**config.mk**
```make
export PLATFORM = sky130hd
export DESIGN_NAME = fetch_stage
export DESIGN_NICKNAME = d
export VERILOG_FILES = /design/src/rtl/fetch_stage.sv
export SDC_FILE = /design/constraint.sdc
export NUM_CORES = 1
export LEC_CHECK = 0
export CAP_MARGIN = 20
export CORE_MARGIN = 8
export CORE_UTILIZATION = 51
export CTS_BUF_LIST = sky130_fd_sc_hd__clkbuf_8
export CTS_CLUSTER_SIZE = 12
export DETAILED_ROUTE_END_ITERATION = 10
export GPL_ROUTABILITY_DRIVEN = 0
export PLACE_DENSITY_LB_ADDON = 0.1
export SLEW_MARGIN = 20
export SYNTH_ARGS = -nofsm -noshare
export SYNTH_HDL_FRONTEND = slang
export SYNTH_SLANG_ARGS = --single-unit
```
**constraint.sdc**
```tcl
create_clock -name clk -period 3 [get_ports clk]
set_input_delay 0.45 -clock clk [delete_from_list [all_inputs] [get_ports clk]]
set_output_delay 0.45 -clock clk [all_outputs]
set_load 0.02 [all_outputs]
```
**src/rtl/fetch_stage.sv**
```systemverilog
// Instruction fetch stage: word-addressed PC, single-outstanding imem request,
// one-entry hold buffer for stalls, deferred redirect while a request is open,
// and the IF/ID pipeline register.
module fetch_stage #(
    parameter logic [31:0] RESET_PC = 32'h0000_0000,
    parameter logic [31:0] NOP      = 32'h0000_0000
) (
    input  logic        clk,
    input  logic        rst,
    input  logic        stall,
    input  logic        flush,
    input  logic        PCSrc,
    input  logic [31:0] BranchTarget,
    output logic        ImemReq,
    output logic [31:0] ImemAddr,
    input  logic        ImemAck,
    input  logic [31:0] ImemData,
    output logic [31:0] PC,
    output logic [31:0] IF_ID_Instr,
    output logic [31:0] IF_ID_NPC,
    output logic        IF_ID_Valid
);

    localparam int unsigned XLEN = 32;

    typedef enum logic [1:0] {
        FETCH   = 2'd0,
        HELD    = 2'd1,
        DISCARD = 2'd2
    } state_e;

    state_e            state_q;
    logic [XLEN-1:0]   pc_q;
    logic [XLEN-1:0]   hold_q;
    logic [XLEN-1:0]   pend_q;
    logic [XLEN-1:0]   instr_q;
    logic [XLEN-1:0]   npc_q;
    logic              valid_q;
    logic [XLEN-1:0]   pc_inc;

    // Sequential successor, wraps naturally at 2^32.
    assign pc_inc = pc_q + XLEN'(1);

    // Request is a registered state decode, forced low while reset is applied
    // so an in-flight request is dropped in the reset cycle itself.
    assign ImemReq     = ~rst & (state_q != HELD);
    assign ImemAddr    = pc_q;
    assign PC          = pc_q;
    assign IF_ID_Instr = instr_q;
    assign IF_ID_NPC   = npc_q;
    assign IF_ID_Valid = valid_q;

    // Fetch FSM, PC, hold buffer, pending redirect and IF/ID register.
    always_ff @(posedge clk) begin
        if (rst) begin
            state_q <= FETCH;
            pc_q    <= RESET_PC;
            hold_q  <= '0;
            pend_q  <= '0;
            instr_q <= NOP;
            npc_q   <= '0;
            valid_q <= 1'b0;
        end else begin
            case (state_q)
                FETCH: begin
                    if (ImemAck) begin
                        if (PCSrc) begin
                            pc_q    <= BranchTarget;
                            instr_q <= NOP;
                            npc_q   <= '0;
                            valid_q <= 1'b0;
                        end else if (stall) begin
                            hold_q  <= ImemData;
                            state_q <= HELD;
                        end else begin
                            instr_q <= ImemData;
                            npc_q   <= pc_inc;
                            valid_q <= 1'b1;
                            pc_q    <= pc_inc;
                        end
                    end else if (PCSrc) begin
                        // Request still open: remember target, keep address stable.
                        pend_q  <= BranchTarget;
                        state_q <= DISCARD;
                    end
                end
                HELD: begin
                    if (PCSrc) begin
                        pc_q    <= BranchTarget;
                        instr_q <= NOP;
                        npc_q   <= '0;
                        valid_q <= 1'b0;
                        state_q <= FETCH;
                    end else if (!stall) begin
                        instr_q <= hold_q;
                        npc_q   <= pc_inc;
                        valid_q <= 1'b1;
                        pc_q    <= pc_inc;
                        state_q <= FETCH;
                    end
                end
                DISCARD: begin
                    if (ImemAck) begin
                        // Newest redirect wins if it arrives with the ack.
                        pc_q    <= PCSrc ? BranchTarget : pend_q;
                        instr_q <= NOP;
                        npc_q   <= '0;
                        valid_q <= 1'b0;
                        state_q <= FETCH;
                    end else if (PCSrc) begin
                        pend_q <= BranchTarget;
                    end
                end
                default: state_q <= FETCH;
            endcase

            // Flush overrides any IF/ID update made above this cycle.
            if (flush) begin
                instr_q <= NOP;
                npc_q   <= '0;
                valid_q <= 1'b0;
            end
        end
    end

endmodule
```
Yosys cells after proc, flatten, opt, wreduce, memory -nomap -nowiden. Index checks and enable logic that the tools add are counted.

Register bits after elaboration: 163. Input port bits: 70. Output and inout port bits: 130. Logic and storage cells: 61.

$add $sub $neg: 1. Equality and inequality tests: 10. Muxes and demuxes: 30. Bitwise operators: 4. Reduce and logical (&&, ||, !) cells: 9.

Operators with widths (number): 32-bit two-way mux (14); 32-bit case mux with 3 select lines (3); 32-bit by 1-bit adder with 32-bit output, second input constant (1); 3-bit != test, second input constant (5); 2-bit two-way mux (7); 5-bit AND reduction (2); 2-bit case mux with 3 select lines (1); 1-bit two-way mux (4); 2-bit != test, second input constant (2); 4-bit AND reduction (1); 2-bit OR reduction (2); 1-bit inverter (3); 1-bit case mux with 3 select lines (1); 3-bit AND reduction (1); 3-bit nonzero test (1); 2-bit by 1-bit == test with 1-bit output, second input constant (1); 2-bit == test, second input constant (1); 2-bit zero test (1); 2-bit by 1-bit != test with 1-bit output, second input constant (1); 2-bit AND reduction (1); 1-bit AND (1).

Logic depth before layout (Yosys ltp).
Depth in word-level cells: 5. Depth in mapped cells: 9.

Worst setup path before layout. OpenSTA, ideal clock, no wires.

Path type: register to register. Start point: register pc_q[0], in the netlist ImemAddr[0]. End point: register pc_q[22], in the netlist ImemAddr[22]. Setup time: 0.120 ns. Arrival: 2.519 ns. Data required time: 2.880 ns. Slack: 0.361 ns. Cell stages (with the launch flop): 8. Clock period less this slack: 2.639 ns. Path through: dfxtp_1 > ha_1 > nand3_1 > or4_4 > buf_6 > or4_4 > and3_4 > o31a_1.

Longest elaborated chain between the ends: 5.

RTL lines: start, declared (line 33) `logic [XLEN-1:0] pc_q;`; start signal, assigned (line 68) `pc_q <= BranchTarget;`; start signal, assigned (line 79) `pc_q <= pc_inc;`; start signal, assigned (line 89) `pc_q <= BranchTarget;`; 32-bit by 1-bit adder with 32-bit output (*) (line 42) `assign pc_inc = pc_q + XLEN'(1);`; 32-bit two-way mux (*) (line 72, 94); 32-bit two-way mux (*) (line 88) `if (PCSrc) begin`; 32-bit two-way mux (line 66) `if (ImemAck) begin`; 32-bit case mux with 3 select lines (*) (line 64) `case (state_q)`.

Every way passes the cells marked *; elsewhere a longest branch is shown, timed or not. The select of a mux whose other input is x is not followed. A chain may end at the register's enable or synchronous reset.

Worst setup path after layout.
Start point: register state_q[1]. End point: register npc_q[19], in the netlist IF_ID_NPC[19].

Longest elaborated chain between the ends: 3. Elaborated cells on any way between the ends: 8. Those cells by class: 4 x eq/ne; 1 x mux; 3 x reduce/logical.

RTL lines: start, declared (line 32) `state_e state_q;`; start signal, assigned (line 56) `state_q <= FETCH;`; start signal, assigned (line 74) `state_q <= HELD;`; start signal, assigned (line 84) `state_q <= DISCARD;`; 2-bit == test (tied with other cells) (line 64); 2-bit != test (no source line) / 3-bit nonzero test (equally long branches); 3-bit AND reduction (no source line); end signal, assigned (line 77) `npc_q <= pc_inc;`; end signal, assigned (line 96) `npc_q <= pc_inc;`; end, declared (line 37) `logic [XLEN-1:0] npc_q;`.

Parallel ways exist; a longest one is shown, timed or not.

==> flow_results.xml <==
<?xml version="1.0" encoding="UTF-8"?>
<metrics>
  <group name="synth">
    <metric name="syn-instance-count" unit="">1061</metric>
    <metric name="postSynthAreaPerCell" unit="um^2">7.491</metric>
    <metric name="synth_edf_count" unit="">0</metric>
    <metric name="asyncSetResetFlopFracSynth" unit="">0</metric>
    <metric name="netlist-cell-type-count" unit="">61</metric>
    <metric name="synth_fp_nets" unit="">1135</metric>
    <metric name="ys_seq_area_frac" unit="">0.4106</metric>
    <metric name="netlist_area" unit="um^2">7948</metric>
    <metric name="ys.flop_type" unit="">sky130_fd_sc_hd__dfxtp_1</metric>
    <metric name="number_of_synthesized_register_bits" unit="">163</metric>
    <metric name="ys_warn_count" unit="">0</metric>
  </group>
  <group name="cells_and_area">
    <metric name="area_growth" unit="%">28.59</metric>
    <metric name="post_route_cells_drive_above_1_share" unit="">0.06198</metric>
    <metric name="layoutNonFillerInstCount" unit="">1382</metric>
    <metric name="utilization" unit="">0.6723</metric>
    <metric name="final_cell_area" unit="um^2">10220</metric>
    <metric name="n_fill_cell" unit="">1378</metric>
    <metric name="final_net_count" unit="">1255</metric>
    <metric name="antenna_cells" unit="">0</metric>
  </group>
  <group name="clock_network">
    <metric name="cts.htree.levels" unit="">4</metric>
    <metric name="cts_sinks" unit="">163</metric>
    <metric name="cts_tree" unit="">yes</metric>
    <metric name="worst_setup_hold_path_clk_slew" unit="ns">0.08</metric>
    <metric name="cts-buffers-inserted" unit="">17</metric>
    <metric name="cts.repair_timing.setup_buffer_count" unit="">0</metric>
    <metric name="clk_path_buf_depth" unit="">2</metric>
    <metric name="clock_insertion_delay_worst_skew" unit="ns">0.46</metric>
    <metric name="cts.repair.resized" unit="">0</metric>
    <metric name="cts-hold-fix-buffers" unit="">0</metric>
    <metric name="ctsRootBufferMaster" unit="">sky130_fd_sc_hd__clkbuf_8</metric>
  </group>
  <group name="timing">
    <metric name="max_freq" unit="MHz">378.1</metric>
    <metric name="worst_clock_skew" unit="ns">0.01143</metric>
    <metric name="finalSetupViolations" unit="">0</metric>
    <metric name="unrepaired_setup_endpoints_after_global_routing" unit="">no</metric>
    <metric name="timing_max_transition_violations_final" unit="">0</metric>
    <metric name="totalNegativeSetupSlack" unit="ns">0</metric>
    <metric name="finalHoldViolCount" unit="">0</metric>
    <metric name="worst_hold_slack_across_all_endpoints" unit="ns">0.4535</metric>
    <metric name="period_minus_slack" unit="ns">2.645</metric>
    <metric name="timing_worst_slew_pin_value" unit="ns">0.6741</metric>
    <metric name="slew_headroom" unit="">0.5464</metric>
    <metric name="timing.final.crit_share" unit="">0.8817</metric>
  </group>
  <group name="global_routing">
    <metric name="grt.total_usage" unit="">0.2281</metric>
    <metric name="antenna_violations_before_repair" unit="">2</metric>
    <metric name="grt_pass1_vias" unit="">7092</metric>
    <metric name="grt_start_max_net_pins" unit="">65</metric>
    <metric name="grt_pass1_wl" unit="mm">37.14</metric>
    <metric name="grt.overflow.total" unit="">0</metric>
  </group>
  <group name="route">
    <metric name="antenna_violation_net_count_after_detailed_routing" unit="">0</metric>
    <metric name="detailedRoute.firstIterationViolations" unit="">647</metric>
    <metric name="total_iterations_of_the_first_detailed_routing_run" unit="">7</metric>
    <metric name="average_wire_length_per_cell_after_detail_routing" unit="um">16.79</metric>
    <metric name="route.detailed.vias_per_inst" unit="">5.633</metric>
    <metric name="vias" unit="">7785</metric>
    <metric name="finalWirelength" unit="mm">23.20</metric>
    <metric name="detail_route.drc_violations" unit="">0</metric>
  </group>
  <group name="pwr">
    <metric name="power.static_leakage" unit="uW">0.003481</metric>
    <metric name="power.density_cell_area" unit="nW/um^2">524.2</metric>
    <metric name="ir_drop" unit="uV">321.4</metric>
  </group>
  <group name="floorplan">
    <metric name="fp.dieH" unit="um">140.8</metric>
    <metric name="ioPinCount" unit="">200</metric>
    <metric name="design.core.area" unit="um^2">15200</metric>
    <metric name="floorplan.die_area" unit="um^2">19830</metric>
    <metric name="floorplan.initialDensity" unit="">0.5228</metric>
    <metric name="die_w" unit="um">140.8</metric>
    <metric name="fp-row-count" unit="">45</metric>
  </group>
  <group name="hold_path">
    <metric name="worstHoldPathType" unit="">flop to flop</metric>
  </group>
  <group name="critical_path">
    <metric name="worstPathRequired" unit="ns">3.37</metric>
    <metric name="critical_path.startpoint_type" unit="">flop</metric>
    <metric name="critical_path_end_type" unit="">flop</metric>
    <metric name="cp.arrival" unit="ns">3.02</metric>
    <metric name="crit_path_max_fanout" unit="">46</metric>
    <metric name="timing.setup.critical_path_class" unit="">flop to flop</metric>
  </group>
  <group name="placement">
    <metric name="place.detailed.instances" unit="">1350</metric>
    <metric name="dpl.hpwl" unit="mm">16.06</metric>
    <metric name="cell_area_reported_after_detailed_placement" unit="um^2">9821</metric>
    <metric name="place.port_buffers" unit="">199</metric>
  </group>
  <group name="status">
    <metric name="run_status" unit="">finished clean</metric>
  </group>
  <group name="job">
    <metric name="max-cap-violations" unit="">0</metric>
  </group>
</metrics>
synthesized netlist by cell type, types with 3 or more instances:
master / count / area [um^2]
sky130_fd_sc_hd__inv_1: 7 / 26.28
sky130_fd_sc_hd__and3_1: 13 / 81.33
sky130_fd_sc_hd__a21oi_1: 134 / 670.6
sky130_fd_sc_hd__o31a_1: 6 / 52.55
sky130_fd_sc_hd__nor4_1: 9 / 56.30
sky130_fd_sc_hd__or2_2: 4 / 25.02
sky130_fd_sc_hd__nor3_1: 42 / 210.2
sky130_fd_sc_hd__and4_1: 3 / 26.28
sky130_fd_sc_hd__mux2i_1: 6 / 60.06
sky130_fd_sc_hd__nand2_1: 217 / 814.5
sky130_fd_sc_hd__nor2_1: 68 / 255.2
sky130_fd_sc_hd__a22oi_1: 3 / 22.52
sky130_fd_sc_hd__and2_1: 3 / 18.77
sky130_fd_sc_hd__nor2b_1: 34 / 212.7
sky130_fd_sc_hd__o31ai_1: 4 / 30.03
sky130_fd_sc_hd__o21ai_0: 61 / 305.3
sky130_fd_sc_hd__a211oi_1: 3 / 22.52
sky130_fd_sc_hd__o211ai_1: 9 / 67.56
sky130_fd_sc_hd__buf_4: 32 / 240.2
sky130_fd_sc_hd__xor2_1: 15 / 131.4
sky130_fd_sc_hd__ha_1: 4 / 50.05
sky130_fd_sc_hd__nand4_1: 7 / 43.79
sky130_fd_sc_hd__a31oi_1: 39 / 244.0
sky130_fd_sc_hd__a221o_1: 5 / 50.05
sky130_fd_sc_hd__clkbuf_1: 83 / 311.6
sky130_fd_sc_hd__nand3_1: 21 / 105.1
sky130_fd_sc_hd__o2bb2ai_1: 3 / 26.28
sky130_fd_sc_hd__o221ai_1: 3 / 26.28
sky130_fd_sc_hd__or4_1: 4 / 30.03
sky130_fd_sc_hd__buf_1: 7 / 26.28
sky130_fd_sc_hd__dfxtp_1: 163 / 3263
sky130_fd_sc_hd__xnor2_1: 13 / 113.9
final timing paths:
check	start	to	slack (ns)	cells past startpoint
max	state_q[1]	IF_ID_NPC[19]	0.36	7
min	pend_q[25]	pend_q[25]	0.45	2
max reg2reg	state_q[1]	IF_ID_NPC[19]	0.36	7
min reg2reg	pend_q[25]	pend_q[25]	0.45	2
registers in the layout, indices dropped and copies added, names as in the netlist:
name         flops
ImemAddr        32
IF_ID_NPC       32
state_q          2
pend_q          32
hold_q          32
IF_ID_Valid      1
IF_ID_Instr     32
per-layer routing:
metal  vias to the layer above  wire length (um)  global-route usage
li1                       3879                 -                   -
met1                      3580             10260              0.2922
met2                       290             10660              0.3645
met3                        32              1878             0.06415
met4                         4               374             0.07183
met5                         -                23                   0
per-stage QoR:
stage               total power (uW)  setup slack, ns
detailed placement              3789           0.2921
global route                    5622          0.02783
finish                          5357           0.3550
global placement                3773           0.3435
CTS                             5387           0.3284
floorplan                       3292           0.3611
logic make-up (layout without fill, tap and decap cells):
family,after synthesis,count (layout),synth area share
and+or+nand+nor,440,440,0.2549
AOI/OAI and AO/OA,287,287,0.2097
DFF,163,163,0.4106
buffers and inverters,132,265,0.07872
xor gates and xnor gates,28,28,0.03086
muxes,7,7,0.008974
adders and majority gates,4,4,0.006297
area by class of cell:
cell class	instances	area, um^2	share of cell area
Tap cell	188	235.2	0.02302
Timing Repair Buffer	226	2212	0.2165
Inverter	7	26.28	0.002571
Sequential cell	163	3263	0.3193
Clock inverter	11	110.1	0.01077
Multi-Input combinational cell	766	4084	0.3996
Clock buffer	21	289.0	0.02828
cells in the final DEF, fill, tap and decap left out, types with 26 or more instances in the layout:
cell                              instances
sky130_fd_sc_hd__nand2_1                217
sky130_fd_sc_hd__clkdlybuf4s50_1        197
sky130_fd_sc_hd__dfxtp_1                163
sky130_fd_sc_hd__a21oi_1                134
sky130_fd_sc_hd__nor2_1                  66
sky130_fd_sc_hd__o21ai_0                 61
sky130_fd_sc_hd__nor3_1                  42
sky130_fd_sc_hd__a31oi_1                 39
sky130_fd_sc_hd__nor2b_1                 34
sky130_fd_sc_hd__buf_4                   26
power breakdown:
group	internal, uW	switching (uW)	leakage [uW]
Sequential	2270	133	0.00132
Clock	816	796	0.000206
Combinational	548	791	0.00195
worst max-delay path: stages, from the launching register on:
cell and delay (ns):
sky130_fd_sc_hd__dfxtp_1 0.43, sky130_fd_sc_hd__inv_1 0.10, sky130_fd_sc_hd__ha_2 0.23, sky130_fd_sc_hd__o21bai_1 0.42, sky130_fd_sc_hd__o211ai_1 0.23, sky130_fd_sc_hd__buf_12 0.24, sky130_fd_sc_hd__or3_1 0.63, sky130_fd_sc_hd__o21ai_0 0.27
Note: power is estimated with default switching activity, not from simulation.
